--- src/rtl/sram_access_ctrl_if.sv ---
// rtl/sram_access_ctrl_if.sv - decoder request and SRAM pin bundle for sram_access_ctrl
interface sram_access_ctrl_if #(
  parameter int ADDR_W = 20,
  parameter int DATA_W = 16
);
  logic              Mem_OE;
  logic              Mem_WE;
  logic [15:0]       MAR;
  logic [DATA_W-1:0] MDR_out;
  logic [DATA_W-1:0] SRAM_DQ_i;
  logic [DATA_W-1:0] MDR_in;
  logic              Rd_valid;
  logic              Busy;
  logic              Conflict;
  logic [ADDR_W-1:0] ADDR;
  logic [DATA_W-1:0] SRAM_DQ_o;
  logic              SRAM_DQ_oe;
  logic              CE_N;
  logic              OE_N;
  logic              WE_N;
  logic              UB_N;
  logic              LB_N;
  logic [15:0]       Rd_count;
  logic [15:0]       Wr_count;

  modport master (
    output Mem_OE, Mem_WE, MAR, MDR_out, SRAM_DQ_i,
    input  MDR_in, Rd_valid, Busy, Conflict, ADDR, SRAM_DQ_o, SRAM_DQ_oe,
    input  CE_N, OE_N, WE_N, UB_N, LB_N, Rd_count, Wr_count
  );

  modport slave (
    input  Mem_OE, Mem_WE, MAR, MDR_out, SRAM_DQ_i,
    output MDR_in, Rd_valid, Busy, Conflict, ADDR, SRAM_DQ_o, SRAM_DQ_oe,
    output CE_N, OE_N, WE_N, UB_N, LB_N, Rd_count, Wr_count
  );
endinterface

--- src/rtl/sram_access_ctrl.sv ---
// rtl/sram_access_ctrl.sv - async SRAM access sequencer; access counters under SRAM_ACCESS_STATS_EN
module sram_access_ctrl #(
  parameter int ADDR_W       = 20,
  parameter int DATA_W       = 16,
  parameter int WR_PULSE_CYC = 1
) (
  input  logic              Clk,
  input  logic              Reset,
  sram_access_ctrl_if.slave bus
);
  localparam logic [2:0] IDLE     = 3'd0;
  localparam logic [2:0] RD_ADDR  = 3'd1;
  localparam logic [2:0] RD_DATA  = 3'd2;
  localparam logic [2:0] WR_SETUP = 3'd3;
  localparam logic [2:0] WR_PULSE = 3'd4;
  localparam logic [2:0] WR_HOLD  = 3'd5;

  localparam logic [1:0] PULSE_LOAD = 2'(WR_PULSE_CYC - 1);

  logic [2:0]        state;
  logic [2:0]        state_nx;
  logic              armed;
  logic              start_rd;
  logic              start_wr;
  logic [1:0]        pulse_cnt;
  logic [ADDR_W-1:0] addr_q;
  logic [DATA_W-1:0] dq_o_q;
  logic [DATA_W-1:0] mdr_in_q;
  logic              rd_valid_q;
  logic              conflict_q;
  logic              rd_phase;
  logic              wr_phase;

  always_comb begin
    state_nx = state;
    start_rd = 1'b0;
    start_wr = 1'b0;
    case (state)
      IDLE: begin
        // Write has priority when both strobes arrive together
        if (armed && bus.Mem_WE) begin
          state_nx = WR_SETUP;
          start_wr = 1'b1;
        end else if (armed && bus.Mem_OE) begin
          state_nx = RD_ADDR;
          start_rd = 1'b1;
        end
      end
      RD_ADDR:  state_nx = bus.Mem_OE ? RD_DATA : IDLE;
      RD_DATA:  state_nx = bus.Mem_OE ? RD_DATA : IDLE;
      WR_SETUP: state_nx = WR_PULSE;
      WR_PULSE: state_nx = (pulse_cnt == 2'd0) ? WR_HOLD : WR_PULSE;
      WR_HOLD:  state_nx = IDLE;
      default:  state_nx = IDLE;
    endcase
  end

  always_ff @(posedge Clk or posedge Reset) begin
    if (Reset) begin
      state      <= IDLE;
      armed      <= 1'b1;
      pulse_cnt  <= 2'd0;
      addr_q     <= '0;
      dq_o_q     <= '0;
      mdr_in_q   <= '0;
      rd_valid_q <= 1'b0;
      conflict_q <= 1'b0;
    end else begin
      state <= state_nx;
      // A level still held when the access ends must go low before re-arming
      if (state == IDLE) begin
        if (start_rd || start_wr)
          armed <= 1'b0;
        else if (!bus.Mem_OE && !bus.Mem_WE)
          armed <= 1'b1;
      end
      if (start_rd || start_wr)
        addr_q <= {{(ADDR_W-16){1'b0}}, bus.MAR};
      if (start_wr) begin
        dq_o_q <= bus.MDR_out;
        if (bus.Mem_OE)
          conflict_q <= 1'b1;
      end
      if (start_rd)
        rd_valid_q <= 1'b0;
      if (state == RD_DATA) begin
        mdr_in_q   <= bus.SRAM_DQ_i;
        rd_valid_q <= 1'b1;
      end
      if (state == WR_SETUP)
        pulse_cnt <= PULSE_LOAD;
      else if (state == WR_PULSE && pulse_cnt != 2'd0)
        pulse_cnt <= pulse_cnt - 2'd1;
    end
  end

  assign rd_phase = (state == RD_ADDR) || (state == RD_DATA);
  assign wr_phase = (state == WR_SETUP) || (state == WR_PULSE) || (state == WR_HOLD);

  assign bus.CE_N       = ~(rd_phase | wr_phase);
  assign bus.OE_N       = ~rd_phase;
  assign bus.WE_N       = ~(state == WR_PULSE);
  assign bus.UB_N       = ~(rd_phase | wr_phase);
  assign bus.LB_N       = ~(rd_phase | wr_phase);
  assign bus.SRAM_DQ_oe = wr_phase;
  assign bus.Busy       = (state != IDLE);
  assign bus.ADDR       = addr_q;
  assign bus.SRAM_DQ_o  = dq_o_q;
  assign bus.MDR_in     = mdr_in_q;
  assign bus.Rd_valid   = rd_valid_q;
  assign bus.Conflict   = conflict_q;

`ifdef SRAM_ACCESS_STATS_EN
  logic [15:0] rd_count_q;
  logic [15:0] wr_count_q;

  always_ff @(posedge Clk or posedge Reset) begin
    if (Reset) begin
      rd_count_q <= 16'h0000;
      wr_count_q <= 16'h0000;
    end else begin
      if (state == RD_ADDR && state_nx == RD_DATA && rd_count_q != 16'hFFFF)
        rd_count_q <= rd_count_q + 16'd1;
      if (start_wr && wr_count_q != 16'hFFFF)
        wr_count_q <= wr_count_q + 16'd1;
    end
  end

  assign bus.Rd_count = rd_count_q;
  assign bus.Wr_count = wr_count_q;
`else
  assign bus.Rd_count = 16'h0000;
  assign bus.Wr_count = 16'h0000;
`endif
endmodule

--- src/flat_wrapper.sv ---
// flat-port wrapper written by rule: the top's interface ports become plain ports
module sram_access_ctrl_flat 
#(
  parameter int ADDR_W       = 20,
  parameter int DATA_W       = 16,
  parameter int WR_PULSE_CYC = 1
)
  (Clk, Reset, bus_Mem_OE, bus_Mem_WE, bus_MAR, bus_MDR_out, bus_SRAM_DQ_i, bus_MDR_in, bus_Rd_valid, bus_Busy, bus_Conflict, bus_ADDR, bus_SRAM_DQ_o, bus_SRAM_DQ_oe, bus_CE_N, bus_OE_N, bus_WE_N, bus_UB_N, bus_LB_N, bus_Rd_count, bus_Wr_count);
  sram_access_ctrl_if #(.ADDR_W(ADDR_W), .DATA_W(DATA_W)) bus_i ();
  input  logic Clk;
  input  logic Reset;
  input wire logic [$bits(bus_i.Mem_OE)-1:0] bus_Mem_OE;
  input wire logic [$bits(bus_i.Mem_WE)-1:0] bus_Mem_WE;
  input wire logic [$bits(bus_i.MAR)-1:0] bus_MAR;
  input wire logic [$bits(bus_i.MDR_out)-1:0] bus_MDR_out;
  input wire logic [$bits(bus_i.SRAM_DQ_i)-1:0] bus_SRAM_DQ_i;
  output wire logic [$bits(bus_i.MDR_in)-1:0] bus_MDR_in;
  output wire logic [$bits(bus_i.Rd_valid)-1:0] bus_Rd_valid;
  output wire logic [$bits(bus_i.Busy)-1:0] bus_Busy;
  output wire logic [$bits(bus_i.Conflict)-1:0] bus_Conflict;
  output wire logic [$bits(bus_i.ADDR)-1:0] bus_ADDR;
  output wire logic [$bits(bus_i.SRAM_DQ_o)-1:0] bus_SRAM_DQ_o;
  output wire logic [$bits(bus_i.SRAM_DQ_oe)-1:0] bus_SRAM_DQ_oe;
  output wire logic [$bits(bus_i.CE_N)-1:0] bus_CE_N;
  output wire logic [$bits(bus_i.OE_N)-1:0] bus_OE_N;
  output wire logic [$bits(bus_i.WE_N)-1:0] bus_WE_N;
  output wire logic [$bits(bus_i.UB_N)-1:0] bus_UB_N;
  output wire logic [$bits(bus_i.LB_N)-1:0] bus_LB_N;
  output wire logic [$bits(bus_i.Rd_count)-1:0] bus_Rd_count;
  output wire logic [$bits(bus_i.Wr_count)-1:0] bus_Wr_count;
  assign bus_i.Mem_OE = bus_Mem_OE;
  assign bus_i.Mem_WE = bus_Mem_WE;
  assign bus_i.MAR = bus_MAR;
  assign bus_i.MDR_out = bus_MDR_out;
  assign bus_i.SRAM_DQ_i = bus_SRAM_DQ_i;
  assign bus_MDR_in = bus_i.MDR_in;
  assign bus_Rd_valid = bus_i.Rd_valid;
  assign bus_Busy = bus_i.Busy;
  assign bus_Conflict = bus_i.Conflict;
  assign bus_ADDR = bus_i.ADDR;
  assign bus_SRAM_DQ_o = bus_i.SRAM_DQ_o;
  assign bus_SRAM_DQ_oe = bus_i.SRAM_DQ_oe;
  assign bus_CE_N = bus_i.CE_N;
  assign bus_OE_N = bus_i.OE_N;
  assign bus_WE_N = bus_i.WE_N;
  assign bus_UB_N = bus_i.UB_N;
  assign bus_LB_N = bus_i.LB_N;
  assign bus_Rd_count = bus_i.Rd_count;
  assign bus_Wr_count = bus_i.Wr_count;
  sram_access_ctrl #(.ADDR_W(ADDR_W), .DATA_W(DATA_W), .WR_PULSE_CYC(WR_PULSE_CYC)) u_core (.Clk(Clk), .Reset(Reset), .bus(bus_i));
endmodule
--- config.mk ---
export PLATFORM = sky130hd
export DESIGN_NAME = sram_access_ctrl_flat
export DESIGN_NICKNAME = d
export VERILOG_FILES = /design/src/rtl/sram_access_ctrl_if.sv /design/src/rtl/sram_access_ctrl.sv /design/src/flat_wrapper.sv
export SDC_FILE = /design/constraint.sdc
export NUM_CORES = 1
export LEC_CHECK = 0
export ABC_AREA = 1
export BUFFER_PORTS_ARGS = -buffer_cell sky130_fd_sc_hd__clkbuf_2
export CAP_MARGIN = 20
export CORE_AREA = 2 2 77 79
export DETAILED_ROUTE_END_ITERATION = 7
export DIE_AREA = 0 0 79 81
export HOLD_SLACK_MARGIN = 0.15
export PLACE_DENSITY = 0.95
export SLEW_MARGIN = 20
export SYNTH_ARGS = -nofsm -noshare
export SYNTH_HDL_FRONTEND = slang
export SYNTH_SLANG_ARGS = --single-unit
--- constraint.sdc ---
create_clock -name Clk -period 4.23 [get_ports Clk]
set_input_delay 0.846 -clock Clk [delete_from_list [all_inputs] [get_ports Clk]]
set_output_delay 0.846 -clock Clk [all_outputs]
set_load 0.1 [all_outputs]
== Yosys cells after proc, flatten, opt, wreduce, memory -nomap -nowiden ==
Cells that the tools add are included.
Operators by class
  bitwise operators: 4
  muxes and demuxes: 16
  equality and inequality tests: 6
  $add $sub $neg: 1
  reduce and logical (&&, ||, !) cells: 20
Operators by type and width (count)
  case mux 3 bit (4 select lines): 1
  2-to-1 mux 1 bit: 10
  nonzero test 2 bit: 4
  equality test 3 x 2 -> 1 bit (second input constant): 2
  equality test 3 bit (second input constant): 2
  2-to-1 mux 2 bit: 3
  2-to-1 mux 3 bit: 2
  logical AND 1 bit: 4
  logical OR 1 bit: 4
  AND reduction 2 bit: 2
  equality test 3 x 1 -> 1 bit (second input constant): 1
  zero test 3 bit: 1
  != test 3 x 1 -> 1 bit (second input constant): 1
  inverter 1 bit: 3
  nonzero test 3 bit: 1
  zero test 1 bit: 2
  zero test 2 bit: 1
  OR reduction 2 bit: 1
  subtractor 2 x 1 -> 2 bit (second input constant): 1
  OR 1 bit: 1
Word-level totals
  input port bits: 52
  output and inout bits: 93
  register bits: 56

== Logic depth before layout (Yosys ltp) ==
Gate-level depths: netlist of the first run.
  depth in word-level cells: 7
  gate-level depth with buffers: 7

== Least setup slack after synthesis of the first run ==
OpenSTA, ideal clock, no wires.
  path type: register to output
  start point: register u_core.state[1]
  end point: output port bus_LB_N
  setup slack: -1.053 ns
  path buffers: 1
  stages on the path, launching flop included: 6
  arrival time: 4.437 ns
  cell sequence: dfrtp_1 nor2_4 nand2_1 nand3_1 nor2_1 buf_4
Between the ends
  cells in the longest elaborated chain, start to end: 5
  elaborated cells between the ends (all ways): 10
  those cells by class: 5 x eq/ne; 2 x bitwise; 3 x reduce/logical
Ends and longest elaborated chain
  start, declared: RTL line sram_access_ctrl.sv:20  | logic [2:0] state;
  start signal, assigned: RTL line sram_access_ctrl.sv:69  | state <= state_nx;
  equality test 3 x 2 -> 1 bit / equality test 3 bit (equally long branches): RTL line sram_access_ctrl.sv:98  | assign wr_phase = (state == WR_SETUP) || (state == WR_PULSE) || (state == WR_HOLD);
  logical OR 1 bit: RTL line sram_access_ctrl.sv:98
  logical OR 1 bit (*): RTL line sram_access_ctrl.sv:98
  via bus_SRAM_DQ_oe: RTL line flat_wrapper.sv:23  | output wire logic [$bits(bus_i.SRAM_DQ_oe)-1:0] bus_SRAM_DQ_oe;
  OR 1 bit (*)
  inverter 1 bit (*)
  end, declared: RTL line flat_wrapper.sv:28  | output wire logic [$bits(bus_i.LB_N)-1:0] bus_LB_N;
The timed path passes the listed nets; every way through them passes the cells marked *.

== Worst setup path in the final report of the first run ==
  start point: register u_core.state[0]
  end point: output port bus_LB_N
Between the ends
  cells in the longest elaborated chain, start to end: 5
  elaborated cells between the ends (all ways): 10
  those cells by class: 5 x eq/ne; 2 x bitwise; 3 x reduce/logical
Ends and longest elaborated chain
  equality test 3 x 2 -> 1 bit / equality test 3 bit (equally long branches): RTL line sram_access_ctrl.sv:98
  logical OR 1 bit (2 in series): RTL line sram_access_ctrl.sv:98
  OR 1 bit (*): RTL line sram_access_ctrl.sv:104  | assign bus.LB_N = ~(rd_phase | wr_phase);
  inverter 1 bit (*): RTL line sram_access_ctrl.sv:104
Mark *: on every way between the ends. The rest lies on a longest branch, timed or not.

==> results.yml, run 1 <==
cts:
  cts_hold_buffers: 0
  cts_setup_buffers: 0
  cts-root-buf: "clkbuf_8"
  post_cts_resized: 0
  numCtsBuffers: 5
  cts_buffer_depth: 2
  path_clk_slew_ps: 90
  insertion_delay_ps: 300
  htreeDepth: 2
  clkSinkCount: 56
  cts_tree: "yes"
grt:
  grt_start_max_net_pins: 57
  overflow: 0
  grt_pass1_wl_microns: 8250
  grt_pass1_vias: 1874
  antenna_found_initial: 0
  grt_use_total: 0.163
critical_path:
  cp_max_fo: 34
  rrSetupSlack_ps: 2270
  crit_slowest_cell: "dfrtp_1"
  crit_path_end_kind: "output pin"
  rr_endpoint: "u_core.bus.ADDR[14]"
  cp_cell_sequence: "inv_2 > nand3_2 > nand2_1 > nor2_4 > clkbuf_2"
  crit_buf_inv: 2
  worstReg2RegStart: "u_core.state[1]"
  r2r_cells: 6
  worst-setup-path-type: "flop to output pin"
  startpoint_type: "flop"
  critical-path-max-stage-delay_ps: 480
  crit_family: "simple AND/OR/NAND/NOR gates"
  arrival_ps: 2130
  cp.required_ps: 3380
run_status:
  status: "completed"
finish:
  drive_above_1_share: 0.320
  fillerInstances: 519
  most-common-layout-cells: "nand2_1 (114), clkbuf_2 (108), dfrtp_1 (55)"
  final_nets: 455
  post-route-util: 0.551
  multi_input_area_sq_um: 880
  layout_commonest_cell: "nand2_1"
  ff_latch_area_sq_um: 1400
  final_area_sq_um: 3130
  synthToLayoutAreaGrowth_pct: 20.4
  fin_cells: 478
  diodes: 0
min_path:
  hold_class: "flop to flop"
  hp-start: "u_core.bus.Conflict"
  hold-path-cell-count: 2
  whs_endpoint: "u_core.bus.Conflict"
logic_synthesis:
  ys_types: 19
  synth-edff-count: 0
  avgSynthCellArea_sq_um: 8.69
  ys.flop_type: "dfrtp_1"
  syn_inst: 299
  synth_seq_cells: 56
  yosysSeqAreaShare: 0.540
  synthesis.area_sq_um: 2600
  yosys_warnings: 0
  async_reset_ff_frac: 1.00
routing:
  first_iter_violations: 84
  totalWireLength_microns: 5180
  ant_nets: 0
  dr.pass1.iters: 4
  drc: 0
  num_vias: 2145
  detail_route.wl_per_cell_microns: 10.8
  detail_route.vias_per_cell: 4.49
floorplanning:
  core_sq_um: 5680
  num_io_pins: 145
  die_area_sq_um: 6400
  row_count: 28
  die_y_microns: 81
  fp.dieW_microns: 79
  start_util: 0.458
placement:
  post-dp-hpwl_microns: 3910
  gp_congestion: 0.882
  place.port_buffers: 108
  placed_cell_area_sq_um: 3020
  dp_cells: 470
sta:
  hold_viol_final: 0
  max_freq_mhz: 336
  fin_worst_skew_ps: 5.55
  fin_crit_ps: 2980
  drv_slew: 0
  final.period_utilization: 0.704
  max_slew.worst_pin.slew_ps: 913
  rsz0062_at_grt: "false"
  max-slew-margin-rel: 0.390
  setup_viol: 0
  finalSetupTns_ps: 0
job:
  maxCapViolCount: 0
-- sequential cells by signal, indices dropped and copies added, names as in the netlist --
signal	cells
u_core.state	3
u_core.pulse_cnt	2
u_core.bus.Rd_valid	1
u_core.bus.MDR_in	16
u_core.bus.Conflict	1
u_core.armed	1
u_core.bus.SRAM_DQ_o	16
u_core.bus.ADDR	16
-- worst max-delay path by stage --
stage                                from        to  slack [ps]  cells after the start
after floorplan           u_core.state[1]  bus_LB_N         250                      5
after global routing      u_core.state[0]  bus_UB_N        1060                      5
after detailed placement  u_core.state[0]  bus_LB_N        1590                      5
after CTS                 u_core.state[0]  bus_LB_N        1240                      5
after global placement    u_core.state[0]  bus_LB_N        1650                      5
final                     u_core.state[0]  bus_LB_N        1250                      5
-- kinds of logic after synthesis --
logic type               synth area share
AND/OR/NAND/NOR                     0.242
buffers and inverters               0.177
flip-flops                          0.540
AO/OA/AOI/OAI                      0.0347
adder cells (fa/ha/maj)           0.00481
other                             0.00144
-- tightest hold or removal path: cells and delay by family (launching register included) --
kind,cells,cell delay [ps]
buf+inv,1,40
flops,1,350
simple gates,1,60
-- per-stage QoR --
| stage | hold slack [ps] | setup WS, ps |
|---|---|---|
| floorplan | 469 | 247 |
| global placement | 448 | 1650 |
| detailed placement | 458 | 1590 |
| CTS | 480 | 1240 |
| global route | 485 | 1060 |
| finish | 478 | 1250 |
-- area by class of cell --
cell class | count | area share
clock buffer | 7 | 0.0244
multi-input combinational | 203 | 0.281
inverter | 28 | 0.0340
sequential | 56 | 0.448
timing repair buffer | 108 | 0.173
clock inverter | 1 | 0.00960
tap | 75 | 0.0300
-- Yosys cell counts (2+ instances only) --
| master | n | area [sq um] |
|---|---|---|
| buf_2 | 4 | 20.0 |
| buf_4 | 38 | 285 |
| buf_6 | 4 | 45.0 |
| dfrtp_1 | 55 | 1380 |
| inv_1 | 25 | 93.8 |
| inv_2 | 3 | 11.3 |
| nand2_1 | 114 | 428 |
| nand2_2 | 2 | 12.5 |
| nand3_1 | 23 | 115 |
| nor2_1 | 3 | 11.3 |
| nor2_4 | 3 | 33.8 |
| o21ai_0 | 18 | 90.1 |
-- per-layer routing --
metal | GRT usage | up-vias | share of wire
li1 | - | 1042 | -
met2 | 0.304 | 95 | 0.53
met1 | 0.181 | 995 | 0.40
met5 | 0 | - | 0
met3 | 0.0311 | 13 | 0.060
met4 | 0.0672 | 0 | 0.017
Power of run 1 is not shown: default switching activity piles up to over one toggle a cycle in this logic, so the estimate is an artifact.
==> inputs of run 2 (changes only) <==
- CORE_AREA: 2 2 77 79 -> 2 2 84 86
- DIE_AREA: 0 0 79 81 -> 0 0 86 88
- PLACE_DENSITY: 0.95 -> 0.86
- clock period: 4.23 -> 2.5 ns (I/O delays scaled with it)
==> results.yml, run 2 (synthesis gave the netlist of run 1 again) <==
routing:
  ant_nets: 0
  num_vias: 2122
  totalWireLength_microns: 5390
  first_iter_violations: 56
  dr.pass1.iters: 4
  drc: 0
  detail_route.vias_per_cell: 4.37
  detail_route.wl_per_cell_microns: 11.1
sta:
  max_slew.worst_pin.slew_ps: 600
  rsz0062_at_grt: "false"
  max-slew-margin-rel: 0.600
  setup_viol: 0
  fin_crit_ps: 2280
  drv_slew: 0
  final.period_utilization: 0.914
  max_freq_mhz: 438
  finalSetupTns_ps: 0
  hold_viol_final: 0
  fin_worst_skew_ps: 3.79
cts:
  cts_buffer_depth: 2
  post_cts_resized: 0
  path_clk_slew_ps: 100
  htreeDepth: 2
  cts_tree: "yes"
  numCtsBuffers: 5
  cts-root-buf: "clkbuf_8"
  clkSinkCount: 56
  cts_setup_buffers: 0
  insertion_delay_ps: 300
  cts_hold_buffers: 0
finish:
  final_nets: 458
  most-common-layout-cells: "nand2_1 (113), clkbuf_2 (107), dfrtp_1 (54)"
  fillerInstances: 644
  synthToLayoutAreaGrowth_pct: 23.2
  diodes: 0
  layout_commonest_cell: "nand2_1"
  drive_above_1_share: 0.335
floorplanning:
  die_y_microns: 88
  start_util: 0.391
  num_io_pins: 145
  fp.dieW_microns: 86
  core_sq_um: 6640
  die_area_sq_um: 7570
  row_count: 30
critical_path:
  arrival_ps: 1780
  crit_path_end_kind: "output pin"
  worst-setup-path-type: "flop to output pin"
  startpoint: "u_core.state[2]"
  cp.required_ps: 2000
  cp_max_fo: 5
  startpoint_type: "flop"
  worstReg2RegStart: "u_core.armed"
grt:
  grt_pass1_vias: 1911
  grt_start_max_net_pins: 34
  antenna_found_initial: 0
  grt_use_met1: 0.160
  grtUsageMet3: 0.0254
  met2_usage: 0.253
  grt_use_total: 0.138
  grt_pass1_wl_microns: 8400
  grt-busiest-layer: "met2"
  overflow: 0
run_status:
  status: "completed"
placement:
  place.port_buffers: 108
  gp_congestion: 0.751
  post-dp-hpwl_microns: 4200
min_path:
  hold_class: "input port to async pin"
job:
  maxCapViolCount: 0
## run 2: final cells by class
type | count | area (sq um) | share of cell area
clock buffer | 5 | 68.8 | 0.0215
clock inverter | 3 | 42.5 | 0.0133
inverter | 28 | 105 | 0.0328
multi-input combinational | 203 | 903 | 0.282
sequential | 56 | 1400 | 0.438
tap | 80 | 100 | 0.0313
timing repair buffer | 111 | 578 | 0.181
## run 2: worst max-delay path: stages (launching register included)
cell,delay (ps)
dfrtp_2,480
inv_2,100
nand3_1,200
nand3_4,110
nor2_4,120
clkbuf_2,460
## run 2: path summary, 6_finish.rpt
| path | end | slack, ps | cells past startpoint |
|---|---|---|---|
| worst min register to register | u_core.bus.Conflict | 480 | 2 |
| min in group Clk | u_core.bus.SRAM_DQ_o[13] | 390 | 3 |
| worst max register to register | u_core.bus.ADDR[15] | 880 | 5 |
| worst min-delay path | u_core.bus.MDR_in[6] | 240 | 2 |
| worst max-delay path | bus_CE_N | 220 | 5 |
| max in group asynchronous | u_core.armed | 1640 | 3 |
## run 2: metal layers
metal	wire [microns]	share of wire	vias up
met3	322	0.060	6
met2	2850	0.53	93
met5	0	0	-
met4	79	0.015	0
met1	2140	0.40	977
li1	-	-	1046
## run 2: per-stage QoR
stage / hold WS (ps) / area (sq um) / instances / util / worst slack, ps
after floorplan: 469 / 2790 / 334 / - / 28.6
after global placement: 451 / 3090 / 478 / 0.465 / 618
after detailed placement: 453 / 3090 / 478 / 0.465 / 554
after CTS: 265 / 3200 / 486 / 0.482 / 201
after global routing: 286 / 3200 / 486 / 0.482 / 112
final: 238 / 3200 / 486 / 0.482 / 216
Power of run 2 is left out for the same reason.
==> inputs of run 3 (changes only) <==
- CORE_AREA: 2 2 84 86 -> 2 2 80 82
- DIE_AREA: 0 0 86 88 -> 0 0 82 84
- PLACE_DENSITY: 0.86 -> 0.89
- REMOVE_ABC_BUFFERS: unset -> 1
- clock period: 2.5 -> 2.24 ns (I/O delays scaled with it)
==> results.yml, run 3 (synthesis gave the netlist of run 1 again) <==
run_status:
  status: "completed"
grt:
  grt_pass1_vias: 1952
  grt_use_total: 0.161
  grt_start_max_net_pins: 34
  overflow: 0
  antenna_found_initial: 0
  grt_pass1_wl_microns: 8670
placement:
  dp_slack_ps: 306
  gp_congestion: 0.789
  post-dp-hpwl_microns: 4230
  placed_cell_area_sq_um: 3100
  place.port_buffers: 108
sta:
  drv_slew: 0
  fin_ws_ps: 118
  hold_viol_final: 0
  fin_worst_skew_ps: 6.70
  max_slew.worst_pin.slew_ps: 562
  fin_crit_ps: 2120
  max-slew-margin-rel: 0.627
  max_freq_mhz: 471
  rsz0062_at_grt: "false"
  setup_viol: 0
  final.period_utilization: 0.947
routing:
  first_iter_violations: 58
  dr.pass1.iters: 4
  drc: 0
  detail_route.wl_per_cell_microns: 11.1
  detail_route.vias_per_cell: 4.27
  totalWireLength_microns: 5390
  num_vias: 2073
  ant_nets: 0
cts:
  path_clk_slew_ps: 100
  cts_buffer_depth: 2
  numCtsBuffers: 5
  cts_setup_buffers: 0
  clkSinkCount: 56
  insertion_delay_ps: 300
  htreeDepth: 2
  cts_tree: "yes"
  cts-root-buf: "clkbuf_8"
critical_path:
  rrSetupSlack_ps: 590
  startpoint_type: "flop"
  worst-setup-path-type: "flop to output pin"
  crit_path_end_kind: "output pin"
  crit_end: "bus_UB_N"
  arrival_ps: 1670
  cp.required_ps: 1790
  rr_endpoint: "u_core.bus.ADDR[6]"
  worstReg2RegStart: "u_core.armed"
  startpoint: "u_core.state[2]"
  cp_max_fo: 5
  r2r_cells: 5
finish:
  synthToLayoutAreaGrowth_pct: 23.6
  drive_above_1_share: 0.328
  most-common-layout-cells: "nand2_1 (114), clkbuf_2 (103), dfrtp_1 (55)"
  final_nets: 460
  final_area_sq_um: 3210
  layout_commonest_cell: "nand2_1"
  diodes: 0
floorplanning:
  die_y_microns: 84
  num_io_pins: 145
  die_area_sq_um: 6890
  start_util: 0.426
  fp.dieW_microns: 82
  core_sq_um: 6100
  row_count: 29
min_path:
  hold_class: "input port to flop"
  hp-start: "bus_MDR_out[8]"
job:
  maxCapViolCount: 0
==> run 3: cell types whose count changed in the layout (fill, tap and decap cells not counted), sizes merged <==
| cell | delta |
|---|---|
| buf | +5 |
| clkbuf | -3 |
| bufinv | -1 |
| clkinv | -1 |
| clkinvlp | +1 |
| dlygate4sd3 | +1 |
==> run 3: area by class of cell <==
type	count	area, sq um
clock inverters	2	15.0
fillers	603	2880
well taps	77	96.3
repair buffers	113	641
clock buffers	6	82.6
flip-flops and latches	56	1400
inverters	28	105
multi-input cells	203	870
==> run 3: worst min path at each step <==
stage	to	cells past startpoint
after floorplan	u_core.pulse_cnt[0]	2
after global placement	u_core.bus.Conflict	2
after detailed placement	u_core.bus.Conflict	2
after CTS	u_core.bus.SRAM_DQ_o[8]	3
after global routing	u_core.bus.SRAM_DQ_o[7]	3
final	u_core.bus.SRAM_DQ_o[8]	3
==> run 3: timing repair <==
| action | CTS | global route |
|---|---|---|
| endpoints found under the setup margin | 3 | 1 |
| hold buffers | 1 | 0 |
| resized for setup | 1 | 1 |
| hold endpoints to repair | 21 | 0 |
| pin swaps | 0 | 0 |
==> run 3: per-stage QoR <==
step           setup TNS [ps]   util  cells  hold WS [ps]
4_1_cts                     0  0.527    485           335
3_5_place_dp                0  0.509    476           458
5_1_grt                     0  0.527    485           328
2_1_floorplan          -13990      -    287           469
3_3_place_gp                0  0.509    476           452
6_report                    0  0.527    485           345
==> run 3: layer usage <==
| metal | GRT usage | share of wire | vias up |
|---|---|---|---|
| met5 | 0 | 0 | - |
| met4 | 0.0485 | 0.011 | 0 |
| met3 | 0.0455 | 0.073 | 4 |
| met2 | 0.265 | 0.49 | 78 |
| met1 | 0.205 | 0.42 | 938 |
| li1 | - | - | 1053 |
==> run 3: critical path, cell delays in order (launching register included) <==
cell and delay, ps:
dfrtp_1 460, inv_2 100, nand3_1 160, nand3_1 130, nor2_2 290, buf_12 220
Power of run 3 is left out for the same reason.
